$ cat src/rtl/registro_solicitudes.sv
// registro_solicitudes: synchronizes and debounces raw push-buttons and latches
// one pending-request bit per button until the elevator algorithm serves it.
//   solicitudes  -> algorithm solicitudes_inicial input
//   atendidos    <- algorithm served/clear mask
// Build option: define SOLICITUDES_CANCEL_EN to make a fresh press on an
// already-pending button cancel that request instead of being ignored.
module registro_solicitudes #(
  parameter int N_BOTONES       = 10,
  parameter int DEBOUNCE_CYCLES = 16,
  parameter int CNT_W           = 5
) (
  input  logic                 clk,
  input  logic                 rst_n,
  input  logic [N_BOTONES-1:0] botones,
  input  logic [N_BOTONES-1:0] atendidos,
  output logic [N_BOTONES-1:0] solicitudes,
  output logic                 nueva_solicitud,
  output logic [N_BOTONES-1:0] estable
);

  localparam logic [CNT_W-1:0] CNT_LAST = CNT_W'(DEBOUNCE_CYCLES - 1);
  localparam logic [CNT_W-1:0] CNT_ONE  = CNT_W'(1);

  logic [N_BOTONES-1:0] sync_s1;
  logic [N_BOTONES-1:0] sync_s2;
  logic [CNT_W-1:0]     cnt [N_BOTONES];
  logic [N_BOTONES-1:0] flip;
  logic [N_BOTONES-1:0] press_q;
  logic [N_BOTONES-1:0] sol_next;

  // Flip condition: synchronized level has differed for the full debounce window
  always_comb begin
    flip = '0;
    for (int unsigned i = 0; i < N_BOTONES; i++) begin
      flip[i] = (sync_s2[i] != estable[i]) && (cnt[i] == CNT_LAST);
    end
  end

  // Two-flop synchronizer for the asynchronous button levels
  always_ff @(posedge clk or negedge rst_n) begin
    if (!rst_n) begin
      sync_s1 <= '0;
      sync_s2 <= '0;
    end else begin
      sync_s1 <= botones;
      sync_s2 <= sync_s1;
    end
  end

  // Per-button debounce counter and stable level; any return to the stable level restarts the count
  always_ff @(posedge clk or negedge rst_n) begin
    if (!rst_n) begin
      estable <= '0;
      for (int unsigned i = 0; i < N_BOTONES; i++) begin
        cnt[i] <= '0;
      end
    end else begin
      for (int unsigned i = 0; i < N_BOTONES; i++) begin
        if (sync_s2[i] == estable[i]) begin
          cnt[i] <= '0;
        end else if (flip[i]) begin
          estable[i] <= sync_s2[i];
          cnt[i]     <= '0;
        end else begin
          cnt[i] <= cnt[i] + CNT_ONE;
        end
      end
    end
  end

  // Press event (rising stable level) is registered, so the latch acts one edge after estable flips
  always_ff @(posedge clk or negedge rst_n) begin
    if (!rst_n) begin
      press_q <= '0;
    end else begin
      press_q <= flip & sync_s2;
    end
  end

  // Next request state: clear from atendidos beats a press on the same bit
  always_comb begin
    sol_next = solicitudes;
    for (int unsigned i = 0; i < N_BOTONES; i++) begin
      if (atendidos[i]) begin
        sol_next[i] = 1'b0;
      end else if (press_q[i]) begin
`ifdef SOLICITUDES_CANCEL_EN
        sol_next[i] = ~solicitudes[i];
`else
        sol_next[i] = 1'b1;
`endif
      end
    end
  end

  // Request latch plus a single pulse whenever any request bit rises
  always_ff @(posedge clk or negedge rst_n) begin
    if (!rst_n) begin
      solicitudes     <= '0;
      nueva_solicitud <= 1'b0;
    end else begin
      solicitudes     <= sol_next;
      nueva_solicitud <= |(sol_next & ~solicitudes);
    end
  end

endmodule

$ cat config.mk
export PLATFORM = sky130hd
export DESIGN_NAME = registro_solicitudes
export DESIGN_NICKNAME = d
export VERILOG_FILES = /design/src/rtl/registro_solicitudes.sv
export SDC_FILE = /design/constraint.sdc
export NUM_CORES = 1
export LEC_CHECK = 0
export CAP_MARGIN = 20
export CORE_ASPECT_RATIO = 0.9
export CORE_UTILIZATION = 55
export CTS_CLUSTER_SIZE = 8
export DETAILED_ROUTE_END_ITERATION = 7
export PLACE_DENSITY = 0.88
export SYNTH_ARGS = -nofsm -noshare
export SYNTH_HDL_FRONTEND = slang
export SYNTH_SLANG_ARGS = --single-unit
$ cat constraint.sdc
create_clock -name clk -period 1.8 [get_ports clk]
set_clock_uncertainty 0.05 [all_clocks]
set_input_delay 0.36 -clock clk [delete_from_list [all_inputs] [get_ports clk]]
set_output_delay 0.36 -clock clk [all_outputs]
set_load 0.02 [all_outputs]
==> metrics.md <==
| Metric | Value |
|---|---|
| Outcome | complete, no violations |
| Post-route ant nets | 0 |
| Post-synthesis net count | approximately 330 |
| DIE HEIGHT | ~80 um |
| Final period util | 93.9% |
| Fmax | 592 MHz |
| Clk Tree Root Cell | clkbuf_8 |
| Crit path cell chain | clkdlybuf4s50_1 |
| Max Cap Violations | 0 |
| Final setup viols | 0 |
| Worst EP required | between 1 and 1.5 ns |
| Most frequent cells in the layout | 101 x dfrtp_1, 66 x nor2_1, 27 x xor2_1 |
| Slew Viols, Final | 0 |
| Slew HR | between 60% and 70% |
| Post-detail-place hpwl | between 3 and 4 mm |
| Tmin final | 1.69 ns |
| Worst IR Drop VDD | around 0.6 mV |
| CTS tree | done |
| Pint | 3.27 mW |
| Worst EP arrival | 1.28 ns |
| Post-Synthesis Cells | 297 |
| First-pass GRT wire length | 9.87 mm |
| #FFs+latches synth | between 100 and 150 |
| Number of CTS-inserted buffers | 9 |
| Avg Inst Size Synth | 12.6 um^2 |
| Post-CTS setup buffers | 0 |
| Critical Path End Type | primary output |
| Slowest stage delay, CP | roughly 0.6 ns |
| Drt wl/cell | 12.9 um |
| Crit start category | flop |
| Layout cells sized above 1 | under 10% |
| Switching part of the total | ~22% |
| Buffers on Ports | 42 |
| Min Hold Slack | ~0.0037 ns |
| Crit Path Max Fanout | 1 |
| Power share of the combinational group | around 5.3% |
| Post-DP Area | 0.00430 mm^2 |
| Via density per instance | 5.12 |
| Switching power | 900 uW |
| Core area | 0.00659 mm^2 |
| Pwr dens | 923 mW/mm^2 |
| Unrepaired setup endpoints after global routing | no |
| Worst-margin pin slew | 0.491 ns |
| Pleak | 2.42 nW |
| Most common cell after layout, fill and taps aside | dfrtp_1 |
| Seq pwr share | 57.5% |
| Die area | between 0.007 and 0.008 mm^2 |
| Initial antenna violation count | 0 |
| Hold Violations, Final | 0 |
| Final routed DRC violation total | 0 |
| Latest clock arrival within the worst-skew pair | 0.36 ns |
| Nets | 383 |
| Mapped Area | between 0.003 and 0.004 mm^2 |
| GP Congestion | between 0.7 and 0.8 |
| WS Path Type | reg2out |
| YS warnings | 0 |
| Initial drt markers | 72 |
| CP top delay family | buffers and inverters |
| Clk slew on worst S/H paths | 0.09 ns |
| Ant. Diodes | 0 |
| Count of cell types in the netlist | 24 |
| WL final | 5.77 mm |
| Detailed-route via count | 2283 |
| Clock buffer depth | 2 |
| Pre-antenna DRT Iters | 4 |
| WP buf/inv | 1 |
| Min-delay worst type | in2async |
| # fillers | 492 |
| Vias in the first global route | about 2300 |
| Clock Sink Count | 101 |
| CP max stage cell | clkdlybuf4s50_1 |
| Finished Cell Area | approximately 0.0045 mm^2 |
| Number of top-level pins | 43 |
| GRT Util Overall | 18.6% |
| Seq/Total Area, Yosys | 67.4% |
| Initial Util | 56.9% |
| Largest net degree at the start of global routing | 102 |
| GRT overflow | 0 |
| Rows | 28 |
| Part of the power in the clock network | between 30% and 40% |
| Die width | 89.0 um |
| Layout area overhead | 20.6% |
| Htree depth | 3 |
path summary, 6_finish.rpt:
check                                          start                  endpoint  slack [ns]  cells after the start
max                        nueva_solicitud$_DFF_PN0_           nueva_solicitud        0.11                      1
min                                            rst_n  solicitudes[1]$_DFF_PN0_       0.004                      2
max reg2reg                        cnt[20]$_DFF_PN0_    estable[5]$_DFFE_PN0P_        0.41                      4
min reg2reg                     sync_s1[0]$_DFF_PN0_      sync_s2[0]$_DFF_PN0_        0.31                      0
max in group asynchronous                      rst_n    estable[1]$_DFFE_PN0P_        1.35                      2
min in group clk                sync_s1[0]$_DFF_PN0_      sync_s2[0]$_DFF_PN0_        0.31                      0
state kept, by name, indices dropped and copies added (netlist names):
signal / cells
cnt: 50
estable: 10
press_q: 10
solicitudes: 10
sync_s1: 10
sync_s2: 10
nueva_solicitud: 1
cell usage after synthesis:
cell / n / area (um^2)
nand2_1: 2 / 7.51
nand3_1: 18 / 90.1
dfrtp_1: 101 / 2530
nand4_1: 1 / 6.26
a311oi_1: 1 / 8.76
and3_1: 9 / 56.3
xor2_1: 27 / 236
a22o_1: 1 / 8.76
mux2_2: 10 / 113
nor2_1: 66 / 248
a31oi_1: 1 / 6.26
a22oi_1: 3 / 22.5
nand3_2: 1 / 10.0
nor3_1: 1 / 5.00
nor2_2: 1 / 6.26
a211oi_1: 1 / 7.51
inv_1: 9 / 33.8
xnor2_1: 2 / 17.5
nor2b_1: 1 / 6.26
nor4b_1: 10 / 87.6
and2_1: 10 / 62.6
o21ai_0: 10 / 50.1
nor3b_1: 1 / 7.51
ha_1: 10 / 125
power by group through the flow:
stage	sequential [mW]	clock (mW)	combinational, mW
6_report	2.40	1.55	0.220
5_1_grt	2.41	1.69	0.254
4_1_cts	2.40	1.60	0.227
3_5_place_dp	2.44	0	0.224
3_3_place_gp	2.44	0	0.213
2_1_floorplan	2.43	0	0.105
cell families (layout without fill, tap and decap cells):
family	count (synthesis)	in the layout	share of synthesized area [%]
AND/OR/NAND/NOR	121	121	15.8
flip-flops	101	101	67.4
multiplexers	10	10	3.00
buffers and inverters	9	68	0.901
AO/OA/AOI/OAI	17	17	2.77
XOR/XNOR	29	29	6.77
adder cells (fa/ha/maj)	10	10	3.34
cell type report:
class	count	area [um^2]	area share, %
sequential	101	2530	55.9
multi-input combinational	187	1190	26.3
timing repair buffer	43	435	9.63
clock buffer	11	141	3.13
tap	90	113	2.49
clock inverter	5	81.3	1.80
inverter	9	33.8	0.747
stage by stage:
| stage | power, mW | utilization, % | cells | setup TNS, ns | worst slack, ns |
|---|---|---|---|---|---|
| detailed placement | 2.67 | 65.3 | 430 | -0.0619 | -0.0619 |
| floorplan | 2.54 | - | 297 | 0 | 0.520 |
| finish | 4.17 | 68.6 | 446 | 0 | 0.110 |
| global route | 4.36 | 68.6 | 446 | 0 | 0.0445 |
| CTS | 4.23 | 68.4 | 446 | 0 | 0.0153 |
| global placement | 2.65 | 65.3 | 430 | 0 | 0.00921 |
timing repair:
item | in CTS | in global routing
gates resized for setup | 14 | 6
setup endpoints to repair | 14 | 6
hold buffers | 0 | 0
per-layer routing:
layer	routed length (um)	share of wire [%]	global-route usage, %	vias to the layer above
met4	59	1.0	4.76	0
met3	316	5.5	7.91	7
li1	-	-	-	1111
met1	2570	44	20.9	1118
met5	0	0	0	-
met2	2830	49	32.5	47
Power figures use the tool's default switching activity.
